### config.mk
export PLATFORM = sky130hd
export DESIGN_NAME = sprite_blitter
export DESIGN_NICKNAME = d
export VERILOG_FILES = /design/src/rtl/sprite_pkg.sv /design/src/rtl/sprite_rom.sv /design/src/rtl/sprite_blitter.sv
export SDC_FILE = /design/constraint.sdc
export NUM_CORES = 1
export LEC_CHECK = 0
export CORE_MARGIN = 2
export CORE_UTILIZATION = 31
export CTS_BUF_LIST = sky130_fd_sc_hd__clkbuf_4
export DETAILED_ROUTE_END_ITERATION = 7
export GPL_TIMING_DRIVEN = 0
export PLACE_DENSITY = 0.55
export SLEW_MARGIN = 20
export SYNTH_ARGS = -nofsm -noshare
export SYNTH_HDL_FRONTEND = slang
export SYNTH_HIERARCHICAL = 1
export SYNTH_SLANG_ARGS = --single-unit
### constraint.sdc
create_clock -name clk -period 4.05 [get_ports clk]
set_input_delay 0.81 -clock clk [delete_from_list [all_inputs] [get_ports clk]]
set_output_delay 0.81 -clock clk [all_outputs]
set_load 0.02 [all_outputs]
### src/rtl/sprite_pkg.sv
// sprite_pkg: FSM encoding, palette constants and sizing helper
// shared by the sprite blitter and its ROM.
package sprite_pkg;

  typedef enum logic [1:0] {
    IDLE,
    FETCH,
    DRAIN,
    DONE
  } state_t;

  localparam logic [2:0] COL_BLACK   = 3'd0;
  localparam logic [2:0] COL_BLUE    = 3'd1;
  localparam logic [2:0] COL_GREEN   = 3'd2;
  localparam logic [2:0] COL_CYAN    = 3'd3;
  localparam logic [2:0] COL_RED     = 3'd4;
  localparam logic [2:0] COL_MAGENTA = 3'd5;
  localparam logic [2:0] COL_YELLOW  = 3'd6;
  localparam logic [2:0] COL_WHITE   = 3'd7;

  function automatic int clog2_min1(input int v);
    return (v > 1) ? $clog2(v) : 1;
  endfunction

endpackage

### src/rtl/sprite_rom.sv
// sprite_rom: read-only sprite store,
// one registered read per clock.
module sprite_rom #(
  parameter int    DEPTH    = 1120,
  parameter int    AW       = 11,
  parameter int    DW       = 3,
  parameter string MEM_FILE = "sprite.mif"
) (
  input  logic          clk,
  input  logic [AW-1:0] addr,
  output logic [DW-1:0] data
);

  logic [DW-1:0] mem [DEPTH];

  always_ff @(posedge clk) begin
    data <= mem[addr];
  end

endmodule

### src/rtl/sprite_blitter.sv
// sprite_blitter: walks one sprite frame out of ROM, one clipped pixel
// per clock. Define SPRITE_TRANSP_EN to mask TRANSP_COLOUR pixels.
module sprite_blitter
  import sprite_pkg::*;
#(
  parameter int    SPR_W    = 28,
  parameter int    SPR_H    = 20,
  parameter int    FRAMES   = 2,
  parameter int    COLOUR_W = 3,
  parameter int    X_W      = 9,
  parameter int    Y_W      = 8,
  parameter int    SCREEN_W = 320,
  parameter int    SCREEN_H = 240,
  parameter logic [COLOUR_W-1:0] BG_COLOUR =
    COLOUR_W'(COL_BLACK),
  parameter logic [COLOUR_W-1:0] TRANSP_COLOUR =
    COLOUR_W'(COL_BLACK),
  parameter string MEM_FILE = "sprite.mif",
  localparam int   FW       = clog2_min1(FRAMES)
) (
  input  logic                clk,
  input  logic                reset,
  input  logic                start,
  input  logic [FW-1:0]       frame_sel,
  input  logic                erase,
  input  logic [X_W-1:0]      x_org,
  input  logic [Y_W-1:0]      y_org,
  output logic                busy,
  output logic                done,
  output logic                plot,
  output logic [X_W-1:0]      x,
  output logic [Y_W-1:0]      y,
  output logic [COLOUR_W-1:0] colour
);

  localparam int N_PIX = SPR_W * SPR_H;
  localparam int DEPTH = FRAMES * N_PIX;
  localparam int AW    = clog2_min1(DEPTH);
  localparam int CW    = clog2_min1(SPR_W);
  localparam int RW    = clog2_min1(SPR_H);

  localparam logic [X_W:0] SCR_W = (X_W+1)'(SCREEN_W);
  localparam logic [Y_W:0] SCR_H = (Y_W+1)'(SCREEN_H);

`ifdef SPRITE_TRANSP_EN
  localparam bit TRANSP_EN = 1'b1;
`else
  localparam bit TRANSP_EN = 1'b0;
`endif

  state_t state, next;

  logic [CW-1:0]  col;
  logic [RW-1:0]  row;
  logic [FW-1:0]  frame_q;
  logic           erase_q;
  logic [X_W-1:0] xo_q;
  logic [Y_W-1:0] yo_q;

  logic          last_col, last_row, issue;
  logic [AW-1:0] rom_addr;
  logic [COLOUR_W-1:0] rom_q;

  logic [X_W:0] x_sum;
  logic [Y_W:0] y_sum;

  logic         p_valid;
  logic         p_in;
  logic [X_W:0] p_x;
  logic [Y_W:0] p_y;
  logic         opaque;

  assign last_col = (col == CW'(SPR_W - 1));
  assign last_row = (row == RW'(SPR_H - 1));
  assign issue    = (state == FETCH);

  assign rom_addr = AW'(32'(frame_q) * N_PIX
                  + 32'(row) * SPR_W
                  + 32'(col));

  assign x_sum = {1'b0, xo_q} + (X_W+1)'(col);
  assign y_sum = {1'b0, yo_q} + (Y_W+1)'(row);

  // erase reuses the draw mask so it clears exactly what was drawn
  assign opaque = !(TRANSP_EN && (rom_q == TRANSP_COLOUR));

  always_ff @(posedge clk) begin
    if (reset) state <= IDLE;
    else       state <= next;
  end

  always_comb begin
    next = state;
    unique case (state)
      IDLE:    if (start) next = FETCH;
      FETCH:   if (last_col && last_row) next = DRAIN;
      DRAIN:   next = DONE;
      DONE:    next = IDLE;
      default: next = IDLE;
    endcase
  end

  always_ff @(posedge clk) begin
    if (reset) begin
      col     <= '0;
      row     <= '0;
      frame_q <= '0;
      erase_q <= 1'b0;
      xo_q    <= '0;
      yo_q    <= '0;
    end else if (state == IDLE) begin
      col <= '0;
      row <= '0;
      if (start) begin
        frame_q <= (32'(frame_sel) < FRAMES)
                 ? frame_sel : '0;
        erase_q <= erase;
        xo_q    <= x_org;
        yo_q    <= y_org;
      end
    end else if (issue) begin
      if (last_col) begin
        col <= '0;
        row <= row + 1'b1;
      end else begin
        col <= col + 1'b1;
      end
    end
  end

  sprite_rom #(
    .DEPTH    (DEPTH),
    .AW       (AW),
    .DW       (COLOUR_W),
    .MEM_FILE (MEM_FILE)
  ) u_rom (
    .clk  (clk),
    .addr (rom_addr),
    .data (rom_q)
  );

  // coordinates travel alongside the ROM read
  always_ff @(posedge clk) begin
    if (reset) begin
      p_valid <= 1'b0;
      p_in    <= 1'b0;
      p_x     <= '0;
      p_y     <= '0;
    end else begin
      p_valid <= issue;
      p_in    <= (x_sum < SCR_W) && (y_sum < SCR_H);
      p_x     <= x_sum;
      p_y     <= y_sum;
    end
  end

  always_ff @(posedge clk) begin
    if (reset) begin
      busy   <= 1'b0;
      done   <= 1'b0;
      plot   <= 1'b0;
      x      <= '0;
      y      <= '0;
      colour <= '0;
    end else begin
      busy <= (state != IDLE);
      done <= (state == DONE);
      plot <= p_valid && p_in && opaque;
      if (p_valid) begin
        x      <= p_x[X_W-1:0];
        y      <= p_y[Y_W-1:0];
        colour <= erase_q ? BG_COLOUR : rom_q;
      end
    end
  end

endmodule

==> reports/results.ini <==
[drt]
antenna_left=0
wirelength_mm=6.502
drc=0
drt_iter0_drc=69
drtPass1Iterations=4
avgViaCountPerCell=4.432
wire_per_inst_um=12.22
vias=2358

[timing]
finalClockSkew_ps=14.69
fin_tns_setup_ps=0
drv_slew=0
relSlewSlack=0.5785
rsz0062_at_grt=no
tightest_slew_ps=632.2
finalCriticalPeriod_ps=2261
fmaxAchievable_ghz=0.4422
setup_viol=0
finalHoldViolations=0
post-route-period-util=0.5584

[worst_setup_path]
startpoint_type=flip-flop
reg2reg_depth=7
required_ps=4410
rr_startpoint=col[0]
reg2reg_to=p_in
critical_path_arrival_ps=2620
crit_fanout=4
cp-end-kind=flip-flop
endpoint=p_in
crit_start=col[0]
worst-setup-path-type=reg2reg
r2r_slack_ps=1790

[clock_network]
clk_path_buf_depth=2
clk-insertion-delay-late_ps=410
cts.repair.resized=0
htreeDepth=3
cts_root_buf=clkbuf_4
clk_pin_slew_worst_paths_ps=120
cts_buffers=9
post_cts_buffers=0
hold_buffers=0
cts_tree=built
cts.sinks=72

[floorplan]
initial_core_util=0.3183
die_h_um=103.9
io_pins=45
fp.dieW_um=103.9
rows=36
core-area_um2=9729
die_area_um2=10800

[layout]
n_fill_cell=1042
syn_to_final_growth_pct=22.91
antenna_cells=0
final_cell_mix=dfxtp_1 (72), nor2_1 (49), nand2_1 (45)
final_common_cell=dfxtp_1
utilization=0.3912
fin_nets=437
drive_above_1_share=0.08020
fin_area_um2=3806

[power]
leakagePower_nw=1.455
irDropWorstVdd_mv=0.1141
cellPowerDensity_nw_per_um2=443.3

[status]
status=finished, final reports clean

[min_path]
min_path_type=reg2reg

[logic_synthesis]
postSynthAreaPerCell_um2=9.135
synth_cells=339
syn_area_um2=3097
yosys_warnings=6

[placed_design]
dpl_cell_area_um2=3691
place_congestion=0.7946
portBuffers=42
place_hpwl_mm=4.894

[grt]
grt_first_pass_wirelength_mm=10.65
grt_pass1_vias=2226
grt_usage=0.1243
antenna_found_initial=0
overflow=0
grt_max_degree=14

[flow_run]
max-cap-violations=0

[layout make-up]
type / instances / area [um^2] / area share
plain buffers: 18 / 83.83 / 0.02202
multi-input cells: 241 / 1541 / 0.4050
flip-flops and latches: 72 / 1441 / 0.3787
well taps: 133 / 166.4 / 0.04372
inverters: 10 / 37.54 / 0.009862
clock inverters: 7 / 47.55 / 0.01249
clock buffers: 9 / 67.56 / 0.01775
repair buffers: 42 / 420.4 / 0.1105
[where the power goes]
| part | switching [W] | total (W) | internal, W |
|---|---|---|---|
| logic | 0.000256 | 0.000447 | 0.000191 |
| registers | 0.0000568 | 0.000850 | 0.000794 |
| clock network | 0.000265 | 0.000390 | 0.000124 |
| total | 0.000578 | 0.00169 | 0.00111 |
[registers in the layout (all words and copies together) (netlist names), 2 cells and up]
name,count
p_y,8
y,8
colour,3
p_x,9
row,5
xo_q,9
x,9
yo_q,8
col,5
state,2
[layer usage]
metal	track usage	wire, um	vias up
met5	0	0	-
met4	0.06274	155	0
met3	0.02569	202	15
met2	0.2007	2954	37
met1	0.1571	3189	1066
li1	-	-	1240
[worst min path at each step]
| stage | start | end | cells past startpoint |
|---|---|---|---|
| after floorplan | p_in | plot | 2 |
| after global placement | p_in | plot | 2 |
| after detailed placement | p_in | plot | 2 |
| after CTS | p_in | plot | 2 |
| after global routing | p_in | plot | 2 |
| final | p_in | plot | 2 |
[stage by stage]
stage,power (W),std cells,hold WS [ps],setup WS (ps)
floorplan,0.001176,341,404.5,2009
global placement,0.001313,516,412.8,1628
CTS,0.001710,532,427.7,1813
global route,0.001802,532,463.5,1657
detailed placement,0.001322,516,411.9,1621
finish,0.001687,532,427.3,1789
[critical path, stage by stage, from the launching register on]
cell and delay (ps):
dfxtp_1 370, ha_1 260, fa_1 460, a21oi_2 180, o22ai_1 120, or3_1 310, a311oi_1 300, o311a_1 210
Power figures use the tool's default switching activity.
